===== src/rtl/reg_write_arbiter_if.sv =====
// Register-file write-side bus: ALU writeback, multi-cycle results,
// issue tracking, decode operand probes and the register file write port.
//
// Ports (signals carried):
//   wb_valid/wb_reg/wb_data, wb_stall   ALU writeback
//   mc_valid/mc_reg/mc_data, mc_ready   multi-cycle result stream
//   iss_valid/iss_reg                   multi-cycle issue
//   read_reg_1/2, busy_1/2              decode operand probes
//   RegWrite/write_reg/write_data       register file write port
//   fifo_count                          result FIFO occupancy
//   fwd_hit_1/2, fwd_data_1/2           bypass (REG_WRITE_ARBITER_FWD_EN)
interface reg_write_arbiter_if #(
  parameter int DEPTH = 4
);
  localparam int CW = $clog2(DEPTH) + 1;

  logic          wb_valid;
  logic [4:0]    wb_reg;
  logic [31:0]   wb_data;
  logic          wb_stall;

  logic          mc_valid;
  logic          mc_ready;
  logic [4:0]    mc_reg;
  logic [31:0]   mc_data;

  logic          iss_valid;
  logic [4:0]    iss_reg;

  logic [4:0]    read_reg_1;
  logic [4:0]    read_reg_2;
  logic          busy_1;
  logic          busy_2;

  logic          RegWrite;
  logic [4:0]    write_reg;
  logic [31:0]   write_data;
  logic [CW-1:0] fifo_count;

`ifdef REG_WRITE_ARBITER_FWD_EN
  logic          fwd_hit_1;
  logic          fwd_hit_2;
  logic [31:0]   fwd_data_1;
  logic [31:0]   fwd_data_2;
`endif

  modport master (
    input  wb_valid, wb_reg, wb_data,
    output wb_stall,
    input  mc_valid, mc_reg, mc_data,
    output mc_ready,
    input  iss_valid, iss_reg,
    input  read_reg_1, read_reg_2,
    output busy_1, busy_2,
    output RegWrite, write_reg, write_data,
`ifdef REG_WRITE_ARBITER_FWD_EN
    output fwd_hit_1, fwd_hit_2,
    output fwd_data_1, fwd_data_2,
`endif
    output fifo_count
  );

  modport slave (
    output wb_valid, wb_reg, wb_data,
    input  wb_stall,
    output mc_valid, mc_reg, mc_data,
    input  mc_ready,
    output iss_valid, iss_reg,
    output read_reg_1, read_reg_2,
    input  busy_1, busy_2,
    input  RegWrite, write_reg, write_data,
`ifdef REG_WRITE_ARBITER_FWD_EN
    input  fwd_hit_1, fwd_hit_2,
    input  fwd_data_1, fwd_data_2,
`endif
    input  fifo_count
  );

endinterface


===== src/rtl/reg_write_arbiter.sv =====
// Register file write arbiter: merges the ALU writeback with a buffered
// multi-cycle result stream, with starvation guard and pending scoreboard.
//
// Ports:
//   clk  rising-edge clock
//   rst  asynchronous active-high reset
//   bus  reg_write_arbiter_if.master (all handshake/data signals)
// Parameters: DEPTH (FIFO entries, power of 2, >=2), STARVE_MAX.
// Optional macro REG_WRITE_ARBITER_FWD_EN adds decode bypass outputs.
module reg_write_arbiter #(
  parameter int DEPTH      = 4,
  parameter int STARVE_MAX = 8
) (
  input  logic              clk,
  input  logic              rst,
  reg_write_arbiter_if.master bus
);

  localparam int AW = $clog2(DEPTH);
  localparam int CW = AW + 1;
  localparam int SW = $clog2(STARVE_MAX + 1);

  logic [4:0]    rmem_q [DEPTH];
  logic [31:0]   dmem_q [DEPTH];

  logic [AW-1:0] wptr_q, wptr_d;
  logic [AW-1:0] rptr_q, rptr_d;
  logic [CW-1:0] cnt_q, cnt_d;
  logic          full_q, full_d;

  logic [SW-1:0] stv_q, stv_d;
  logic          stall_q, stall_d;

  logic [31:0]   pend_q, pend_d;

  logic          we_q, we_d;
  logic [4:0]    wr_q, wr_d;
  logic [31:0]   wd_q, wd_d;

  logic          empty;
  logic          alu_win;
  logic          pop;
  logic          push;
  logic          store;
  logic [4:0]    head_reg;
  logic [31:0]   head_data;

  assign empty     = (cnt_q == '0);
  assign head_reg  = rmem_q[rptr_q];
  assign head_data = dmem_q[rptr_q];

  // A write to x0 is accepted but never competes with the FIFO.
  assign alu_win = bus.wb_valid
                 && !stall_q
                 && (bus.wb_reg != 5'd0);
  assign pop     = !alu_win && !empty;
  assign push    = bus.mc_valid && !full_q;
  // x0 results complete the handshake but are dropped.
  assign store   = push && (bus.mc_reg != 5'd0);

  always_comb begin
    wptr_d = wptr_q;
    rptr_d = rptr_q;
    if (store) wptr_d = wptr_q + AW'(1);
    if (pop)   rptr_d = rptr_q + AW'(1);
    cnt_d  = cnt_q + CW'(store) - CW'(pop);
    full_d = (cnt_d == CW'(DEPTH));
  end

  // Starvation: count ALU wins over a waiting head; the cycle the count
  // hits the limit, stall the ALU for one cycle so the head drains.
  always_comb begin
    stv_d = stv_q;
    if (pop)
      stv_d = '0;
    else if (alu_win && !empty)
      stv_d = stv_q + SW'(1);
    stall_d = (stv_d == SW'(STARVE_MAX));
  end

  always_comb begin
    we_d = alu_win || pop;
    wr_d = wr_q;
    wd_d = wd_q;
    unique case (1'b1)
      alu_win: begin
        wr_d = bus.wb_reg;
        wd_d = bus.wb_data;
      end
      pop: begin
        wr_d = head_reg;
        wd_d = head_data;
      end
      default: ;
    endcase
  end

  // Clear before set so a re-issue on the popping register stays busy.
  // ALU writes leave pending bits alone: the later result still lands.
  always_comb begin
    pend_d = pend_q;
    if (pop)
      pend_d[head_reg] = 1'b0;
    if (bus.iss_valid)
      pend_d[bus.iss_reg] = 1'b1;
    pend_d[0] = 1'b0;
  end

  always_ff @(posedge clk) begin
    if (store) begin
      rmem_q[wptr_q] <= bus.mc_reg;
      dmem_q[wptr_q] <= bus.mc_data;
    end
  end

  always_ff @(posedge clk or posedge rst) begin
    if (rst) begin
      wptr_q  <= '0;
      rptr_q  <= '0;
      cnt_q   <= '0;
      full_q  <= 1'b0;
      stv_q   <= '0;
      stall_q <= 1'b0;
      pend_q  <= '0;
      we_q    <= 1'b0;
      wr_q    <= '0;
      wd_q    <= '0;
    end else begin
      wptr_q  <= wptr_d;
      rptr_q  <= rptr_d;
      cnt_q   <= cnt_d;
      full_q  <= full_d;
      stv_q   <= stv_d;
      stall_q <= stall_d;
      pend_q  <= pend_d;
      we_q    <= we_d;
      wr_q    <= wr_d;
      wd_q    <= wd_d;
    end
  end

  assign bus.wb_stall   = stall_q;
  assign bus.mc_ready   = !full_q;
  assign bus.fifo_count = cnt_q;
  assign bus.RegWrite   = we_q;
  assign bus.write_reg  = wr_q;
  assign bus.write_data = wd_q;

`ifdef REG_WRITE_ARBITER_FWD_EN
  logic land_1;
  logic land_2;

  // The head landing this edge no longer needs decode to wait.
  assign land_1 = pop && (head_reg == bus.read_reg_1);
  assign land_2 = pop && (head_reg == bus.read_reg_2);

  assign bus.busy_1 = pend_q[bus.read_reg_1] && !land_1;
  assign bus.busy_2 = pend_q[bus.read_reg_2] && !land_2;

  assign bus.fwd_hit_1 = we_q
                      && (wr_q == bus.read_reg_1)
                      && (bus.read_reg_1 != 5'd0);
  assign bus.fwd_hit_2 = we_q
                      && (wr_q == bus.read_reg_2)
                      && (bus.read_reg_2 != 5'd0);
  assign bus.fwd_data_1 = wd_q;
  assign bus.fwd_data_2 = wd_q;
`else
  assign bus.busy_1 = pend_q[bus.read_reg_1];
  assign bus.busy_2 = pend_q[bus.read_reg_2];
`endif

endmodule


===== src/flat_wrapper.sv =====
// flat-port wrapper written by rule: the top's interface ports become plain ports
module reg_write_arbiter_flat 
#(
  parameter int DEPTH      = 4,
  parameter int STARVE_MAX = 8
)
  (clk, rst, bus_wb_valid, bus_wb_reg, bus_wb_data, bus_wb_stall, bus_mc_valid, bus_mc_reg, bus_mc_data, bus_mc_ready, bus_iss_valid, bus_iss_reg, bus_read_reg_1, bus_read_reg_2, bus_busy_1, bus_busy_2, bus_RegWrite, bus_write_reg, bus_write_data, bus_fifo_count);
  reg_write_arbiter_if #(.DEPTH(DEPTH)) bus_i ();
  input  logic clk;
  input  logic rst;
  input wire logic [$bits(bus_i.wb_valid)-1:0] bus_wb_valid;
  input wire logic [$bits(bus_i.wb_reg)-1:0] bus_wb_reg;
  input wire logic [$bits(bus_i.wb_data)-1:0] bus_wb_data;
  output wire logic [$bits(bus_i.wb_stall)-1:0] bus_wb_stall;
  input wire logic [$bits(bus_i.mc_valid)-1:0] bus_mc_valid;
  input wire logic [$bits(bus_i.mc_reg)-1:0] bus_mc_reg;
  input wire logic [$bits(bus_i.mc_data)-1:0] bus_mc_data;
  output wire logic [$bits(bus_i.mc_ready)-1:0] bus_mc_ready;
  input wire logic [$bits(bus_i.iss_valid)-1:0] bus_iss_valid;
  input wire logic [$bits(bus_i.iss_reg)-1:0] bus_iss_reg;
  input wire logic [$bits(bus_i.read_reg_1)-1:0] bus_read_reg_1;
  input wire logic [$bits(bus_i.read_reg_2)-1:0] bus_read_reg_2;
  output wire logic [$bits(bus_i.busy_1)-1:0] bus_busy_1;
  output wire logic [$bits(bus_i.busy_2)-1:0] bus_busy_2;
  output wire logic [$bits(bus_i.RegWrite)-1:0] bus_RegWrite;
  output wire logic [$bits(bus_i.write_reg)-1:0] bus_write_reg;
  output wire logic [$bits(bus_i.write_data)-1:0] bus_write_data;
  output wire logic [$bits(bus_i.fifo_count)-1:0] bus_fifo_count;
  assign bus_i.wb_valid = bus_wb_valid;
  assign bus_i.wb_reg = bus_wb_reg;
  assign bus_i.wb_data = bus_wb_data;
  assign bus_wb_stall = bus_i.wb_stall;
  assign bus_i.mc_valid = bus_mc_valid;
  assign bus_i.mc_reg = bus_mc_reg;
  assign bus_i.mc_data = bus_mc_data;
  assign bus_mc_ready = bus_i.mc_ready;
  assign bus_i.iss_valid = bus_iss_valid;
  assign bus_i.iss_reg = bus_iss_reg;
  assign bus_i.read_reg_1 = bus_read_reg_1;
  assign bus_i.read_reg_2 = bus_read_reg_2;
  assign bus_busy_1 = bus_i.busy_1;
  assign bus_busy_2 = bus_i.busy_2;
  assign bus_RegWrite = bus_i.RegWrite;
  assign bus_write_reg = bus_i.write_reg;
  assign bus_write_data = bus_i.write_data;
  assign bus_fifo_count = bus_i.fifo_count;
  reg_write_arbiter #(.DEPTH(DEPTH), .STARVE_MAX(STARVE_MAX)) u_core (.clk(clk), .rst(rst), .bus(bus_i));
endmodule

===== config.mk =====
export PLATFORM = sky130hd
export DESIGN_NAME = reg_write_arbiter_flat
export DESIGN_NICKNAME = d
export VERILOG_FILES = /design/src/rtl/reg_write_arbiter_if.sv /design/src/rtl/reg_write_arbiter.sv /design/src/flat_wrapper.sv
export SDC_FILE = /design/constraint.sdc
export NUM_CORES = 1
export LEC_CHECK = 0
export ABC_AREA = 1
export CORE_ASPECT_RATIO = 0.8
export CORE_MARGIN = 3
export CORE_UTILIZATION = 28
export CTS_CLUSTER_DIAMETER = 50
export DETAILED_ROUTE_END_ITERATION = 12
export SYNTH_ARGS = -nofsm -noshare
export SYNTH_HDL_FRONTEND = slang
export SYNTH_SLANG_ARGS = --single-unit
export TNS_END_PERCENT = 10

===== constraint.sdc =====
create_clock -name clk -period 3.3 [get_ports clk]
set_input_delay 0.495 -clock clk [delete_from_list [all_inputs] [get_ports clk]]
set_output_delay 0.495 -clock clk [all_outputs]
set_load 0.03 [all_outputs]

==> results.sh <==
export IMPL_status="completed"
export IMPL_fmax_ghz=0.336
export IMPL_port_buffer_count=138
export IMPL_min_period_over_period=0.901
export IMPL_netlist_top_cell_by_area="sky130_fd_sc_hd__edfxtp_1"
export IMPL_startpoint_types="input port"
export IMPL_powerDensity_nw_per_um2=893
export IMPL_reg2reg_slack_ns=1.12
export IMPL_total_core_area_um2=35200
export IMPL_critical_path_class="input port to output port"
export IMPL_via_count=7768
export IMPL_io_pins=139
export IMPL_number_of_nets_at_the_end_of_the_flow=1292
export IMPL_worst_r2r_startpoint="u_core.rptr_q[0]$_DFFE_PP0N_"
export IMPL_antenna_found_initial=1
export IMPL_finClkSkew_ns=0.0216
export IMPL_fp_dieH_um=176
export IMPL_largest_register="u_core.dmem_q"
export IMPL_required_ns=2.80
export IMPL_synth_seq_area_share=0.642
export IMPL_cts_buffers=28
export IMPL_place_ws_ns=0.307
export IMPL_critical_path_max_fanout=15
export IMPL_leak_nw=5.24
export IMPL_arrival_ns=2.48
export IMPL_peak_supply_drop_mv=0.498
export IMPL_critPathCaptureType="output port"
export IMPL_setup_viol_count_final=0
export IMPL_synth_lib_cells_used_distinct=29
export IMPL_worst_setup_path_startpoint="bus_read_reg_1[0]"
export IMPL_clock_path_buffers=3
export IMPL_layout_min_cycle_time_ns=2.97
export IMPL_grt_pass1_wl_um=44800
export IMPL_initial_core_utilization=0.287
export IMPL_num_fill_cells=3463
export IMPL_clock_root_buffer="sky130_fd_sc_hd__clkbuf_16"
export IMPL_yosys_warnings=0
export IMPL_timing_rr_end="u_core.pend_q[15]$_DFF_PP0_"
export IMPL_final_core_util=0.372
export IMPL_width_of_the_chip_um=218
export IMPL_finalHoldViolCount=0
export IMPL_hold_buffers=0
export IMPL_drive_gt1_frac=0.0842
export IMPL_hold_path_class="input port to async pin"
export IMPL_cts_setup_buffers=0
export IMPL_path_clk_slew_ns=0.06
export IMPL_timing_max_slew_rel_slack=0.441
export IMPL_tritoncts="done"
export IMPL_largest_reg_flops=128
export IMPL_post_synth_top_area_fraction=0.440
export IMPL_totalWireLength_um=28800
export IMPL_cap_violations=0
export IMPL_cts_sinks=230
export IMPL_area_growth_pct=29.4
export IMPL_place_gp_congestion=0.859
export IMPL_grt_start_max_net_pins=77
export IMPL_synth_area_per_cell_um2=9.70
export IMPL_ctsHtreeMaxLevel=1
export IMPL_vias_in_the_first_global_route=7589
export IMPL_route_antenna_remaining_nets=0
export IMPL_ys_async_sr_fraction=0.357
export IMPL_detail_route_iter0_violations=555
export IMPL_layout_setup_ws_ns=0.327
export IMPL_number_of_cells_upsized_or_downsized_after_cts=0
export IMPL_clk_insertion_delay_late_ns=0.55
export IMPL_syn_cell_area_um2=10100
export IMPL_synth_most_common_cell="sky130_fd_sc_hd__nand2_1"
export IMPL_synth_edff_count=148
export IMPL_fin_tns_setup_ns=0
export IMPL_routed_via_density=4.61
export IMPL_mappedNetlistNets=1144
export IMPL_place_detailed_hpwl_um=18800
export IMPL_total_grt_overflow=0
export IMPL_synth_main_ff_cell="sky130_fd_sc_hd__edfxtp_1"
export IMPL_ys_seq_elements=230
export IMPL_timing_worst_slew_pin_value_ns=0.839
export IMPL_routedWlPerCell_um=17.1
export IMPL_total_die_area_um2=38400
export IMPL_initial_drt_pass_iterations=5
export IMPL_synth_area_leaders="sky130_fd_sc_hd__edfxtp_1 44%, sky130_fd_sc_hd__dfrtp_1 20%, sky130_fd_sc_hd__nand2_1 14%, sky130_fd_sc_hd__nand3_1 6.9%, sky130_fd_sc_hd__nor2_1 2.9%"
export IMPL_grtUsageTotal=0.149
export IMPL_floorplan_rows=61
export IMPL_drc=0
export IMPL_rsz_0062_raised_after_global_routing="no"
export IMPL_timing_final_max_slew_violations=0
export IMPL_worst_r2r_cell_count=10
export IMPL_postSynthCellCount=1042
export IMPL_synth_top_cells_by_count="370 x sky130_fd_sc_hd__nand2_1, 148 x sky130_fd_sc_hd__edfxtp_1, 139 x sky130_fd_sc_hd__nand3_1, 82 x sky130_fd_sc_hd__dfrtp_1, 77 x sky130_fd_sc_hd__nor2_1"
==> critical path, stage by stage <==
cell and delay (ns):
sky130_fd_sc_hd__clkdlybuf4s50_1 0.43, sky130_fd_sc_hd__inv_1 0.33, sky130_fd_sc_hd__nand2_1 0.10, sky130_fd_sc_hd__nand3_1 0.09, sky130_fd_sc_hd__nand3_1 0.07, sky130_fd_sc_hd__nand2_1 0.09
sky130_fd_sc_hd__nand2_1 0.05, sky130_fd_sc_hd__nand2_1 0.06, sky130_fd_sc_hd__nand2_1 0.05, sky130_fd_sc_hd__nand2_1 0.06, sky130_fd_sc_hd__clkdlybuf4s50_1 0.66
==> placed cells by master (no fill, tap or decap), types with 6 or more instances in the layout <==
cell / Yosys / routed
sky130_fd_sc_hd__o21ai_0: 36 / 36
sky130_fd_sc_hd__inv_1: 45 / 44
sky130_fd_sc_hd__a31oi_1: 6 / 6
sky130_fd_sc_hd__inv_2: 6 / 6
sky130_fd_sc_hd__nand2_1: 370 / 370
sky130_fd_sc_hd__o22ai_1: 14 / 14
sky130_fd_sc_hd__ha_1: 7 / 7
sky130_fd_sc_hd__dfrtp_1: 82 / 80
sky130_fd_sc_hd__edfxtp_1: 148 / 148
sky130_fd_sc_hd__nor2_1: 77 / 73
sky130_fd_sc_hd__a21oi_1: 22 / 22
sky130_fd_sc_hd__nand3_1: 139 / 139
sky130_fd_sc_hd__clkdlybuf4s50_1: 0 / 137
sky130_fd_sc_hd__clkbuf_16: 0 / 28
sky130_fd_sc_hd__nor2_2: 7 / 7
sky130_fd_sc_hd__nor2_4: 4 / 8
sky130_fd_sc_hd__nor3_1: 13 / 13
sky130_fd_sc_hd__buf_4: 1 / 21
sky130_fd_sc_hd__buf_12: 0 / 6
==> report_power, final <==
group / total [mW] / internal (mW) / leakage [nW] / switching [mW]
clock: 2.98 / 1.76 / 0.439 / 1.22
combinational: 4.36 / 1.46 / 2.46 / 2.90
sequential: 4.35 / 3.92 / 2.34 / 0.432
total: 11.7 / 7.13 / 5.24 / 4.55
==> how the worst max path moves through the flow <==
| stage | end | cells past startpoint | slack [ns] |
|---|---|---|---|
| finish | bus_busy_1 | 11 | 0.33 |
| global route | bus_busy_1 | 11 | 0.05 |
| CTS | bus_busy_1 | 11 | 0.31 |
| detailed placement | bus_busy_1 | 11 | 0.31 |
| global placement | bus_busy_1 | 11 | 0.32 |
| floorplan | u_core.dmem_q[0][0]$_DFFE_PP_ | 3 | 0.48 |
==> final cells by class <==
class,count,area (µm²),area share
inverter,51,193,0.0147
clock buffer,34,733,0.0560
sequential,230,6500,0.497
tap,472,591,0.0451
multi-input combinational,715,3230,0.247
antenna,2,5.00,0.000383
clock inverter,18,179,0.0137
timing repair buffer,164,1650,0.126
==> kinds of logic after synthesis <==
kind of cell | after synthesis | share of synthesized area
AO/OA/AOI/OAI | 83 | 0.0445
XOR/XNOR | 6 | 0.00520
adder cells (fa/ha/maj) | 8 | 0.0106
buffers and inverters | 97 | 0.0407
flip-flops | 230 | 0.642
AND/OR/NAND/NOR | 618 | 0.256
==> stage by stage <==
stage / power (mW) / std cells / hold slack (ns) / cell area [µm²]
2_1_floorplan: 7.06 / 1042 / 0.441 / 10100
3_3_place_gp: 8.74 / 1632 / 0.458 / 12200
3_5_place_dp: 8.79 / 1632 / 0.462 / 12200
4_1_cts: 11.8 / 1684 / 0.293 / 13100
5_1_grt: 12.5 / 1684 / 0.323 / 13100
6_report: 11.7 / 1686 / 0.304 / 13100
==> per-layer routing <==
layer / track usage / vias to the layer above / wire [µm]
met2: 0.228 / 210 / 12600
met1: 0.218 / 3730 / 13800
li1: - / 3789 / -
met3: 0.0337 / 37 / 1900
met5: 0 / - / 20
met4: 0.0293 / 2 / 456
(Power assumes the default switching activity.)
